$ cat config.mk
export PLATFORM = sky130hd
export DESIGN_NAME = conv_window_sequencer
export DESIGN_NICKNAME = d
export VERILOG_FILES = /design/src/rtl/conv_window_sequencer.sv
export SDC_FILE = /design/constraint.sdc
export NUM_CORES = 1
export LEC_CHECK = 0
export BUFFER_PORTS_ARGS = -buffer_cell sky130_fd_sc_hd__clkbuf_2
export CORE_ASPECT_RATIO = 0.7
export CORE_MARGIN = 1
export CORE_UTILIZATION = 41
export CTS_CLUSTER_DIAMETER = 50
export DETAILED_ROUTE_END_ITERATION = 10
export GPL_TIMING_DRIVEN = 0
export PLACE_DENSITY = 0.86
export REMOVE_ABC_BUFFERS = 1
export SLEW_MARGIN = 20
export SYNTH_ARGS = -nofsm -noshare
export SYNTH_HDL_FRONTEND = slang
export SYNTH_SLANG_ARGS = --single-unit
$ cat constraint.sdc
create_clock -name clk -period 1.95 [get_ports clk]
set_clock_uncertainty 0.05 [all_clocks]
set_input_delay 0.0975 -clock clk [delete_from_list [all_inputs] [get_ports clk]]
set_output_delay 0.0975 -clock clk [all_outputs]
set_load 0.02 [all_outputs]
$ cat src/rtl/conv_window_sequencer.sv
// Front-end sequencer for the 2-D convolution engine: rate divider, window origin walker, filter store.
// Optional macro FILTER_LOAD_EN adds a runtime write port for the weights and bias.
module conv_window_sequencer #(
  parameter int unsigned DATA_WIDTH = 16,
  parameter int unsigned N_C        = 5,
  parameter int unsigned N_R        = 3,
  parameter int unsigned COL_FIL    = 2,
  parameter int unsigned ROW_FIL    = 2,
  parameter int unsigned DIV        = 5,
  parameter int unsigned IDX_W      = 4,
  parameter int unsigned POS_W      = 4,
  parameter logic signed [DATA_WIDTH-1:0] W0    = DATA_WIDTH'(1),
  parameter logic signed [DATA_WIDTH-1:0] W1    = DATA_WIDTH'(2),
  parameter logic signed [DATA_WIDTH-1:0] W2    = DATA_WIDTH'(3),
  parameter logic signed [DATA_WIDTH-1:0] W3    = DATA_WIDTH'(4),
  parameter logic signed [DATA_WIDTH-1:0] BIAS0 = DATA_WIDTH'(0)
) (
  input  logic                  clk,
  input  logic                  rst,
  input  logic                  en,
  output logic                  tick,
  output logic                  clk_div,
  output logic [IDX_W-1:0]      row_i,
  output logic [IDX_W-1:0]      col_j,
  output logic [POS_W-1:0]      pos,
  output logic                  done,
  output logic [DATA_WIDTH-1:0] rdata0,
  output logic [DATA_WIDTH-1:0] rdata1,
  output logic [DATA_WIDTH-1:0] rdata2,
  output logic [DATA_WIDTH-1:0] rdata3,
  output logic [DATA_WIDTH-1:0] bias
`ifdef FILTER_LOAD_EN
  ,
  input  logic                  wr_en,
  input  logic [2:0]            wr_addr,
  input  logic [DATA_WIDTH-1:0] wr_data
`endif
);

  localparam int unsigned DIV_W   = (DIV > 2) ? $clog2(DIV) : 1;
  localparam int unsigned COL_MAX = N_C - COL_FIL;
  localparam int unsigned ROW_MAX = N_R - ROW_FIL;
  localparam int unsigned POS_MAX = (ROW_MAX + 1) * (COL_MAX + 1) - 1;

  // Reject geometries whose indices cannot be represented.
  if (DIV < 2) begin : g_bad_div
    $error("conv_window_sequencer: DIV must be at least 2");
  end
  if (N_C < COL_FIL || N_R < ROW_FIL) begin : g_bad_geom
    $error("conv_window_sequencer: filter larger than image");
  end
  if ((COL_MAX >> IDX_W) != 0 || (ROW_MAX >> IDX_W) != 0) begin : g_bad_idx
    $error("conv_window_sequencer: IDX_W too narrow");
  end
  if ((POS_MAX >> POS_W) != 0) begin : g_bad_pos
    $error("conv_window_sequencer: POS_W too narrow");
  end

  logic [DIV_W-1:0] div_cnt;
  logic             advance;
  logic             last_col;
  logic             last_row;

  // Free-running divider; tick and clk_div decode straight from the count register.
  always_ff @(posedge clk) begin
    if (rst) begin
      div_cnt <= '0;
    end else if (tick) begin
      div_cnt <= '0;
    end else begin
      div_cnt <= div_cnt + DIV_W'(1);
    end
  end

  assign tick    = (div_cnt == DIV_W'(DIV - 1));
  assign clk_div = (div_cnt < DIV_W'(DIV / 2));

  assign advance  = tick & en;
  assign last_col = (col_j == IDX_W'(COL_MAX));
  assign last_row = (row_i == IDX_W'(ROW_MAX));

  // Row-major scan: the linear index simply increments, so pos tracks the formula without a multiplier.
  always_ff @(posedge clk) begin
    if (rst) begin
      row_i <= '0;
      col_j <= '0;
      pos   <= '0;
      done  <= 1'b0;
    end else begin
      done <= advance & last_col & last_row;
      if (advance) begin
        if (!last_col) begin
          col_j <= col_j + IDX_W'(1);
          pos   <= pos + POS_W'(1);
        end else begin
          col_j <= '0;
          if (last_row) begin
            row_i <= '0;
            pos   <= '0;
          end else begin
            row_i <= row_i + IDX_W'(1);
            pos   <= pos + POS_W'(1);
          end
        end
      end
    end
  end

`ifdef FILTER_LOAD_EN
  logic [DATA_WIDTH-1:0] w_q [4];
  logic [DATA_WIDTH-1:0] bias_q;

  // Writable filter store; addresses 5..7 are ignored.
  always_ff @(posedge clk) begin
    if (rst) begin
      w_q[0] <= W0;
      w_q[1] <= W1;
      w_q[2] <= W2;
      w_q[3] <= W3;
      bias_q <= BIAS0;
    end else if (wr_en) begin
      case (wr_addr)
        3'd0:    w_q[0] <= wr_data;
        3'd1:    w_q[1] <= wr_data;
        3'd2:    w_q[2] <= wr_data;
        3'd3:    w_q[3] <= wr_data;
        3'd4:    bias_q <= wr_data;
        default: ;
      endcase
    end
  end

  assign rdata0 = w_q[0];
  assign rdata1 = w_q[1];
  assign rdata2 = w_q[2];
  assign rdata3 = w_q[3];
  assign bias   = bias_q;
`else
  assign rdata0 = W0;
  assign rdata1 = W1;
  assign rdata2 = W2;
  assign rdata3 = W3;
  assign bias   = BIAS0;
`endif

endmodule

==> reports/metrics.cfg <==
[run_status]
status=finished, violations left
violations=design-rule violations

[sta]
holdWs_ns=0.2108
drv_slew=0
hold_viol_final=0
clock.fmax_mhz=545.2
fin_setup_tns_ns=0
setup-violations-final=0
rsz0062_at_grt=false
fin_ws_ns=0.1157
period_minus_slack_ns=1.834
fin_crit_sh=0.9407

[global_route]
grt_overflow=0
grt_pass1_wl_microns=2497
grt_pass1_vias=529
grt_max_degree=18
antenna_found_initial=0
gr-usage-all-layers=0.09495

[routing]
top_layer=met3
viasPerCell=3.917
wl_per_cell_microns=8.470
drt-initial-drc-count=59
wl_met3_microns=142
ant_nets=0
wl_met1_microns=858
drt_wl_total_microns=1838
vias=850
drc=10
met2_length_microns=837
first_pass_iters=9

[final_layout]
n_antenna_cell=0
area_growth_syn_to_layout_pct=-9.209
nets=189
drive_gt1_frac=0.1492

[die]
initial_core_util=0.4540
ios=98
die_x_microns=70.46
die_h_microns=49.92
coreArea_sq_um=2963
rows=16
dieArea_sq_um=3517

[clocking]
post-cts-setup-buffers=0
cts_resized=0
cts_buffers=3
root_buffer=clkbuf_8
clk_pin_slew_ns=0.06
clk_path_buf_depth=2
cts_sinks=16
cts_tree=built
ctsHoldBuffers=0
htreeDepth=1
clk-insertion-delay-late_ns=0.25

[hold_path]
hold_class=input port to flip-flop
hold-path-endpoint=row_i[1]
holdPathStages=2
worstHoldStart=rst

[placement]
pre_cts_ws_ns=0.09509
hpwl_microns=1458
gp_congestion=0.7302
port-buffer-count=17

[critical_path]
rrSetupSlack_ns=0.12
r2r_start=col_j[0]
slowest_stage=or3b_2
crit_path_end_kind=flip-flop
start_kind=flip-flop
crit_buf_inv=1
r2r-end=col_j[2]
worstRegToRegCells=5
arrival_ns=1.96
crit_required_ns=2.08
critical_path.top_delay_family=simple AND/OR/NAND/NOR gates
crit_path_cell_trace=ha_1 -> nand4_1 -> buf_4 -> or3b_2 -> a21oi_1
max_stage_delay_ns=0.43
cp_max_fo=8
critPathLaunch=col_j[0]
crit_type=flip-flop to flip-flop

[synth]
async_reset_ff_frac=0
synthDistinctLibCells=32
synth_seq_cells=16
ys_seq_area_frac=0.2381
yosysTopAreaCellShare=0.4465
synth-edff-count=0
yosys-top-cells-area=buf_4 45%, dfxtp_1 24%, ha_1 3.7%
ys.warnings.count=0
syn_avg_cell_area_sq_um=8.201
synth_top_cell_by_area=buf_4
ys.flop_type=dfxtp_1
netlist_instances=164
synthesis.area_sq_um=1345
synthMostInstantiatedCell=buf_4
synth.top_cells.by_count=80 x buf_4, 16 x dfxtp_1, 8 x a21oi_1

[flow_run]
maxCapViolations=0

[power_and_ir_drop]
ir_drop_uv=275.3
power_density_nw_per_um2=663.8
p_leak_nw=0.6293

[where the power goes]
part	total, mW	switching (mW)	internal [mW]
Clock	0.294	0.115	0.179
Sequential	0.339	0.00620	0.333
Combinational	0.178	0.162	0.0154
[flip-flops by register name (all words and copies together), names as in the netlist]
name	flops
row_i	4
pos	4
div_cnt	3
done	1
col_j	4
[final cells by class]
cell class              instances  area, sq um
repair buffers                 19        100.1
fillers                       328         1742
well taps                      36        45.04
inverters                       5        18.77
flip-flops and latches         16        320.3
clock buffers                   4        55.05
multi-input cells             137        681.9
[placed cells by master, fill, tap and decap left out, types with 3 or more instances in the layout]
| cell type | synthesis | layout |
|---|---|---|
| nor2_1 | 6 | 6 |
| ha_1 | 4 | 4 |
| or4_1 | 3 | 3 |
| clkbuf_8 | 0 | 4 |
| nor3_1 | 4 | 4 |
| inv_1 | 5 | 5 |
| clkbuf_2 | 1 | 17 |
| nand2_1 | 3 | 3 |
| a21oi_1 | 8 | 8 |
| conb_1 | 2 | 80 |
| o21ai_0 | 3 | 3 |
| dfxtp_1 | 16 | 16 |
[worst max-delay path by stage]
stage	slack, ns	end	cells past startpoint
after CTS	0.07	row_i[3]	4
final	0.12	col_j[2]	5
after global placement	0.11	row_i[3]	4
after floorplan	0.18	row_i[3]	4
after global routing	0.02	col_j[2]	5
after detailed placement	0.1	row_i[3]	4
[worst register-to-register path: cells and delay by family (launching register included)]
kind	cells	cell delay, ns
simple gates	2	0.71
flops	1	0.41
buf+inv	1	0.25
fa+ha+maj	1	0.22
compound gates	1	0.13
[kinds of logic after synthesis]
| group | synth area share |
|---|---|
| other | 0.005583 |
| and+or+nand+nor | 0.1451 |
| adders and majority gates | 0.03721 |
| xor gates and xnor gates | 0.006513 |
| DFF | 0.2381 |
| buffers and inverters | 0.4726 |
| muxes | 0.02326 |
| AOI/OAI and AO/OA | 0.07163 |
[stage by stage]
step           std cells  instance area, sq um  power, mW    util
2_1_floorplan        158                  1021     0.5043       -
3_3_place_gp         211                  1151     0.5199  0.3885
3_5_place_dp         211                  1151     0.5214  0.3885
4_1_cts              215                  1206     0.8156  0.4071
5_1_grt              217                  1221     0.8515  0.4122
6_report             217                  1221     0.8106  0.4122
[per-layer routing]
metal / global-route usage / vias up
met2: 0.1230 / 42
met3: 0.05112 / 0
met4: 0.03061 / 0
met1: 0.1307 / 389
li1: - / 419
met5: 0 / -
Note: power is estimated with default switching activity, not from simulation.
